### src/rtl/fifo_line_unpacker.sv
// Pops wide lines from a show-ahead FIFO and streams them out as narrow
// words, lane 0 first, on a valid/ready interface with no inter-line bubble.
module fifo_line_unpacker #(
  parameter int IN_WIDTH  = 512,
  parameter int OUT_WIDTH = 64,
  parameter int CNT_WIDTH = 32,
  localparam int LANES    = IN_WIDTH / OUT_WIDTH,
  localparam int LANE_W   = (LANES > 1) ? $clog2(LANES) : 1
) (
  input  logic                 clock,
  input  logic                 reset_n,
  input  logic [IN_WIDTH-1:0]  fifo_q,
  input  logic                 fifo_empty,
  output logic                 fifo_rdreq,
  output logic [OUT_WIDTH-1:0] out_data,
  output logic                 out_valid,
  input  logic                 out_ready,
  output logic                 out_last,
  output logic [LANE_W-1:0]    out_lane,
  output logic [CNT_WIDTH-1:0] lines_done
);

  logic [IN_WIDTH-1:0]  line_q, line_d;
  logic                 line_valid_q, line_valid_d;
  logic [LANE_W-1:0]    lane_q, lane_d;
  logic [CNT_WIDTH-1:0] lines_done_q, lines_done_d;

  logic [OUT_WIDTH-1:0] lane_words [LANES];
  logic                 is_last_lane;
  logic                 accept;
  logic                 last_accept;

  genvar gi;
  generate
    for (gi = 0; gi < LANES; gi++) begin : g_lane
      assign lane_words[gi] = line_q[gi*OUT_WIDTH +: OUT_WIDTH];
    end
  endgenerate

  assign is_last_lane = (lane_q == LANE_W'(LANES - 1));

  // Outputs are gated by reset so nothing leaks out while reset is held,
  // including the cycle in which reset is first asserted mid-line.
  assign out_valid   = reset_n & line_valid_q;
  assign out_last    = out_valid & is_last_lane;
  assign out_data    = out_valid ? lane_words[lane_q] : '0;
  assign out_lane    = lane_q;
  assign lines_done  = lines_done_q;

  assign accept      = out_valid & out_ready;
  assign last_accept = accept & is_last_lane;
  assign fifo_rdreq  = reset_n & ~fifo_empty & (~line_valid_q | last_accept);

  always_comb begin
    line_d       = line_q;
    line_valid_d = line_valid_q;
    lane_d       = lane_q;
    lines_done_d = lines_done_q;

    if (fifo_rdreq) begin
      line_d       = fifo_q;
      line_valid_d = 1'b1;
      lane_d       = '0;
    end else if (last_accept) begin
      line_valid_d = 1'b0;
      lane_d       = '0;
    end else if (accept) begin
      lane_d       = lane_q + LANE_W'(1);
    end

    if (last_accept) begin
      lines_done_d = lines_done_q + CNT_WIDTH'(1);
    end
  end

  always_ff @(posedge clock) begin
    if (!reset_n) begin
      line_q       <= '0;
      line_valid_q <= 1'b0;
      lane_q       <= '0;
      lines_done_q <= '0;
    end else begin
      line_q       <= line_d;
      line_valid_q <= line_valid_d;
      lane_q       <= lane_d;
      lines_done_q <= lines_done_d;
    end
  end

endmodule

### config.mk
export PLATFORM = sky130hd
export DESIGN_NAME = fifo_line_unpacker
export DESIGN_NICKNAME = d
export VERILOG_FILES = /design/src/rtl/fifo_line_unpacker.sv
export SDC_FILE = /design/constraint.sdc
export NUM_CORES = 1
export LEC_CHECK = 0
export BUFFER_PORTS_ARGS = -buffer_cell sky130_fd_sc_hd__buf_4
export CORE_AREA = 4 4 236 238
export CTS_BUF_LIST = sky130_fd_sc_hd__clkbuf_4
export CTS_CLUSTER_SIZE = 16
export DETAILED_ROUTE_END_ITERATION = 10
export DIE_AREA = 0 0 240 242
export PLACE_DENSITY = 0.68
export SYNTH_ARGS = -nofsm -noshare
export SYNTH_HDL_FRONTEND = slang
export SYNTH_SLANG_ARGS = --single-unit
### constraint.sdc
create_clock -name clock -period 2.6 [get_ports clock]
set_input_delay 0.52 -clock clock [delete_from_list [all_inputs] [get_ports clock]]
set_output_delay 0.52 -clock clock [all_outputs]
set_load 0.005 [all_outputs]
After elaboration in Yosys (flattened, before gate mapping)
Cells that the tools add are included.
{"block": "word_totals", "ff_bits": 548, "output_inout_bits": 102}
{"block": "classes", "order_cmp": 1, "n_mux": 6, "eq_ne": 1, "bitwise_logic": 11, "n_reduce_logical": 2, "addsub": 2}
{"operator": "$bmux 64 s3", "n": 1}
{"operator": "$mux 64", "n": 3}
{"operator": "$add 32x1->32 const B", "n": 1}
{"operator": "$and 1x1->1", "n": 6}
{"operator": "$ge 4x4->1 const B", "n": 1}
{"operator": "$not 3->4", "n": 1}
{"operator": "$add 3x1->3 const B", "n": 1}
{"operator": "$eq 3x3->1 const B", "n": 1}
{"operator": "$not 1->1", "n": 3}
{"operator": "$reduce_or 3->1", "n": 1}
{"operator": "$mux 1", "n": 2}
{"operator": "$reduce_bool 2->1", "n": 1}
{"operator": "$or 1x1->1", "n": 1}

Depth between registers and ports, before layout
{"block": "logic_depth", "word_depth": 6, "ltp_mapped": 10, "mapped_depth_nobuf": 7}

Worst setup path before layout
OpenSTA, ideal clock, no wires.
{"block": "synth_timing", "kind": "reg2out", "startpoint": "register lane_q[0] (netlist: out_lane[0])", "endpoint": "output port out_data[44]", "setup_slack_ps": 364, "path_stages_with_launch": 6, "required_ps": 2080, "path_buffers": 2, "arrival_time_ps": 1716, "path_cell_list": "dfxtp_1 -> buf_2 -> buf_2 -> mux4_2 -> mux2i_1 -> nor2_1"}
{"block": "synth_between", "elab_chain_cells": 5}
{"item": "start, declared", "line_no": "25", "source": "logic [LANE_W-1:0] lane_q, lane_d;"}
{"item": "start signal, assigned", "line_no": "85", "source": "lane_q <= lane_d;"}
{"item": "$not 3->4 (implied by the code)", "line_no": "46", "source": "assign out_data = out_valid ? lane_words[lane_q] : '0;"}
{"item": "$bmux 64 s3", "line_no": "46"}
{"item": "$mux 64 (implied by the code) (2 in series)", "line_no": "46"}
{"item": "$mux 64", "line_no": "46"}
{"item": "end, declared", "line_no": "15", "source": "output logic [OUT_WIDTH-1:0] out_data,"}
Every way passes these cells. The select of a mux whose other input is x is not followed.

Worst setup path after layout
Ends and elaborated chain as after synthesis.

==> flow_summary.ini <==
[yosys]
synth_area_sq_um = 22970
syn_area_per_cell_sq_um = 8.463
yosysTopAreaCell = sky130_fd_sc_hd__dfxtp_1
ys_seq_area_share_pct = 47.76
synthCells = 2714
yosys-top-cells-area = sky130_fd_sc_hd__dfxtp_1 48%, sky130_fd_sc_hd__nand2_1 17%, sky130_fd_sc_hd__mux4_2 13%
post_synth_num_cell_types = 35
synth_top_cell_area_share_pct = 47.76
synth-warning-count = 0
synthesized_netlist_net_count = 3233
ys_ff_latch = 548

[global_routing]
grt_pass1_vias = 26820
grt.overflow.total = 0
global_route_wire_length_before_repair_microns = 145900
grt_antenna_before_repair = 24
grtUsageTotal_pct = 31.69
largest_net_degree_at_the_start_of_global_routing = 251

[setup_path]
setup_crit_path_kind = flip-flop to output port
timing.critical_path.slowest_stage_cell = sky130_fd_sc_hd__mux4_2
worstPathCellList = buf_12 -> buf_12 -> buf_12 -> mux4_2 -> mux2i_2 -> nor2_1 -> buf_4
critical_path_data_required_time_ns = 2.08
slowest_delay_ns = 0.53
path_common_cell = sky130_fd_sc_hd__buf_12
cp_data_arrival_time_ns = 2.78
cp_top_family = multiplexers
timing.critical_path.fanout_max = 8
worst_setup_path_end_kind = output port
sum_of_buffers_and_inverters_on_the_critical_path = 4
startpoint_type = flip-flop

[cts]
clockBufferDepth = 3
ctsHtreeMaxLevel = 4
cell_at_the_root_of_the_clock_tree = sky130_fd_sc_hd__clkbuf_4
cts_tree = built
insertion_delay_ns = 0.96
cts.sink_count = 548
cts.reportedPaths.clkPinSlew_ns = 0.06
cts_inserted_buffers = 146

[final_layout]
final_standard_cell_area_without_fillers_sq_um = 36300
area_growth_pct = 58.06
nNetsFinal = 4380
fill_cells = 3779
utilization_of_the_core_after_routing_pct = 67.73
drive_above_1_share_pct = 27.15
fin_cells = 4681

[timing]
final.period_utilization_pct = 127.0
setup_viol = 66
timing.max_slew.rel_slack_pct = 14.65
timing.final.hold_violations = 0
worstMarginPinSlew_ns = 1.280
timing.fmax_mhz = 303.0
final-max-slew-violation-count = 0
rsz0062_at_grt = yes
final.setup.worst_slack_ns = -0.7007
finClkSkew_ns = 0.03776
period_minus_slack_ns = 3.301

[placement]
place.gp.congestion = 0.9106
place.port_buffers = 617
dp_hpwl_microns = 54810
placed_cell_area_sq_um = 28370
dpl.cell_count = 3854

[worst_hold_path]
min-delay-path-class = primary input to flip-flop

[die]
initial_core_util_pct = 42.85
die_height_microns = 242
placeableCoreArea_sq_um = 53600
ios = 618
area_enclosed_by_the_die_boundary_sq_um = 58080
fp-row-count = 85
chipWidth_microns = 240

[routing]
via_per_inst = 5.552
postRouteWirelength_microns = 96990
total_number_of_vias = 25990
drt_drc_violations_left = 0
route.antenna.remaining_nets = 0
wire_per_inst_microns = 20.72
detailedRoute.firstIterationViolations = 2689
drtPass1Iterations = 7

[power]
power.static_leakage_nw = 16.82
vdd.ir_drop.worst_v = 0.0003647
cellPowerDensity_nw_per_um2 = 552.4

[status]
failed_checks = setup timing
run_status = complete, but fails checks

[run]
drv_cap = 0
==> layout make-up <==
class,instances,area [sq um],share of cell area [%]
repair inverters,1,8.758,0.02412
inverters,8,56.30,0.1551
clock buffers,214,1607,4.425
well taps,696,870.8,2.399
repair buffers,1221,11320,31.18
clock inverters,32,230.2,0.6341
multi-input cells,1935,11170,30.76
flip-flops and latches,548,10980,30.25
diodes,26,65.06,0.1792
==> routing by layer <==
metal  track usage (%)  vias to the layer above  share of wire [%]
li1                  -                    11560                  -
met1             36.98                    12120                 36
met2             51.06                     1784                 47
met3             7.628                      521                9.5
met4             22.27                        0                7.3
met5                 0                        -                  0
==> cells in the final DEF (no fill, tap or decap), types with 4 or more instances in the layout <==
cell type	count
sky130_fd_sc_hd__buf_12	28
sky130_fd_sc_hd__nand2_1	1034
sky130_fd_sc_hd__clkbuf_4	214
sky130_fd_sc_hd__buf_16	15
sky130_fd_sc_hd__buf_6	10
sky130_fd_sc_hd__inv_2	5
sky130_fd_sc_hd__and4_1	4
sky130_fd_sc_hd__mux2i_1	65
sky130_fd_sc_hd__clkinv_1	22
sky130_fd_sc_hd__clkbuf_16	7
sky130_fd_sc_hd__dfxtp_1	544
sky130_fd_sc_hd__nor2_1	77
sky130_fd_sc_hd__nand4_1	12
sky130_fd_sc_hd__bufinv_16	5
sky130_fd_sc_hd__diode_2	26
sky130_fd_sc_hd__mux4_2	128
sky130_fd_sc_hd__a21oi_1	16
sky130_fd_sc_hd__nand3_1	518
sky130_fd_sc_hd__or4_1	12
sky130_fd_sc_hd__nor4_1	5
sky130_fd_sc_hd__or3_1	4
sky130_fd_sc_hd__o311ai_0	5
sky130_fd_sc_hd__xnor2_1	8
sky130_fd_sc_hd__dlygate4sd3_1	517
sky130_fd_sc_hd__o41ai_1	5
sky130_fd_sc_hd__o31ai_1	12
sky130_fd_sc_hd__buf_4	640
sky130_fd_sc_hd__inv_1	6
==> synthesized netlist by cell type <==
cell type and instances:
sky130_fd_sc_hd__clkinv_1 1, sky130_fd_sc_hd__buf_2 14, sky130_fd_sc_hd__buf_1 9, sky130_fd_sc_hd__o31ai_1 12, sky130_fd_sc_hd__and3_1 4, sky130_fd_sc_hd__o311ai_0 5
sky130_fd_sc_hd__clkbuf_1 199, sky130_fd_sc_hd__a21oi_1 16, sky130_fd_sc_hd__or3_4 1, sky130_fd_sc_hd__nand3_1 518, sky130_fd_sc_hd__xor2_1 3, sky130_fd_sc_hd__or4_1 12
sky130_fd_sc_hd__inv_2 1, sky130_fd_sc_hd__nand2_1 1036, sky130_fd_sc_hd__nand4_1 12, sky130_fd_sc_hd__a21bo_2 1, sky130_fd_sc_hd__nand3_2 1, sky130_fd_sc_hd__mux2i_1 68
sky130_fd_sc_hd__inv_1 6, sky130_fd_sc_hd__o211ai_1 1, sky130_fd_sc_hd__dfxtp_1 548, sky130_fd_sc_hd__nor4_1 5, sky130_fd_sc_hd__ha_1 3, sky130_fd_sc_hd__o41ai_1 5
sky130_fd_sc_hd__nor2_1 78, sky130_fd_sc_hd__and2_1 2, sky130_fd_sc_hd__buf_6 1, sky130_fd_sc_hd__and4_1 4, sky130_fd_sc_hd__mux4_2 128, sky130_fd_sc_hd__or3_1 4
sky130_fd_sc_hd__nor3_1 3, sky130_fd_sc_hd__nand2b_1 1, sky130_fd_sc_hd__xnor2_1 8, sky130_fd_sc_hd__o21ai_0 3, sky130_fd_sc_hd__nand3b_1 1
==> through the flow <==
step / power, W / setup slack, ns / TNS (ns) / hold WS (ns)
2_1_floorplan: 0.01038 / 0.3637 / 0 / 0.4308
3_3_place_gp: 0.01146 / 0.2356 / 0 / 0.4372
3_5_place_dp: 0.01153 / 0.1861 / 0 / 0.4418
4_1_cts: 0.01993 / -0.7588 / -220.14 / 0.02895
5_1_grt: 0.02087 / -0.8296 / -45.61 / 0.1346
6_report: 0.02006 / -0.7007 / -37.05 / 0.1581
==> repair_timing <==
| action | 4_1_cts | 5_1_grt |
|---|---|---|
| pin swaps | 4 | 10 |
| gates cloned | 8 | 7 |
| hold buffers | 517 | 0 |
| setup endpoints to repair | 67 | 580 |
| resized for setup | 44 | 12 |
| buffers inserted | 24 | 7 |
| endpoints found under the hold margin | 517 | 0 |
==> cell families (layout without fill, tap and decap cells) <==
kind of cell / count (synthesis) / in the layout / share of synthesized area, %
flops: 548 / 548 / 47.76
fa+ha+maj: 3 / 3 / 0.1634
compound gates: 43 / 43 / 1.264
xor+xnor: 11 / 11 / 0.4195
other cells: 0 / 26 / 0
buf+inv: 231 / 1476 / 3.884
simple gates: 1682 / 1682 / 30.99
mux: 196 / 196 / 15.51
==> sequential cells by signal, indices dropped and copies added, names as in the netlist <==
signal	flops
lines_done	32
line_q	512
out_lane	3
line_valid_q	1
==> worst min-delay path, cell delays in order <==
cell                      delay [ns]
sky130_fd_sc_hd__buf_8          0.13
sky130_fd_sc_hd__nand4_1        0.21
sky130_fd_sc_hd__or3_1          0.14
sky130_fd_sc_hd__a21oi_1        0.06
==> power breakdown <==
part | internal (W) | total [W] | switching (W)
registers | 0.00894 | 0.00926 | 0.000319
clock network | 0.00414 | 0.00779 | 0.00366
logic | 0.00167 | 0.00300 | 0.00133
==> worst paths after layout <==
path,slack (ns),endpoint,depth (start not counted),start
max,-0.70,out_data[44],7,out_lane[0]$_SDFFE_PP0P_
min,0.16,lines_done[3]$_SDFFE_PN0P_,4,reset_n
max reg2reg,0.09,line_q[53]$_SDFFE_PN0P_,12,out_lane[0]$_SDFFE_PP0P_
min reg2reg,0.45,line_q[413]$_SDFFE_PN0P_,2,line_q[413]$_SDFFE_PN0P_
No activity file was read; power rests on OpenSTA's default activity.
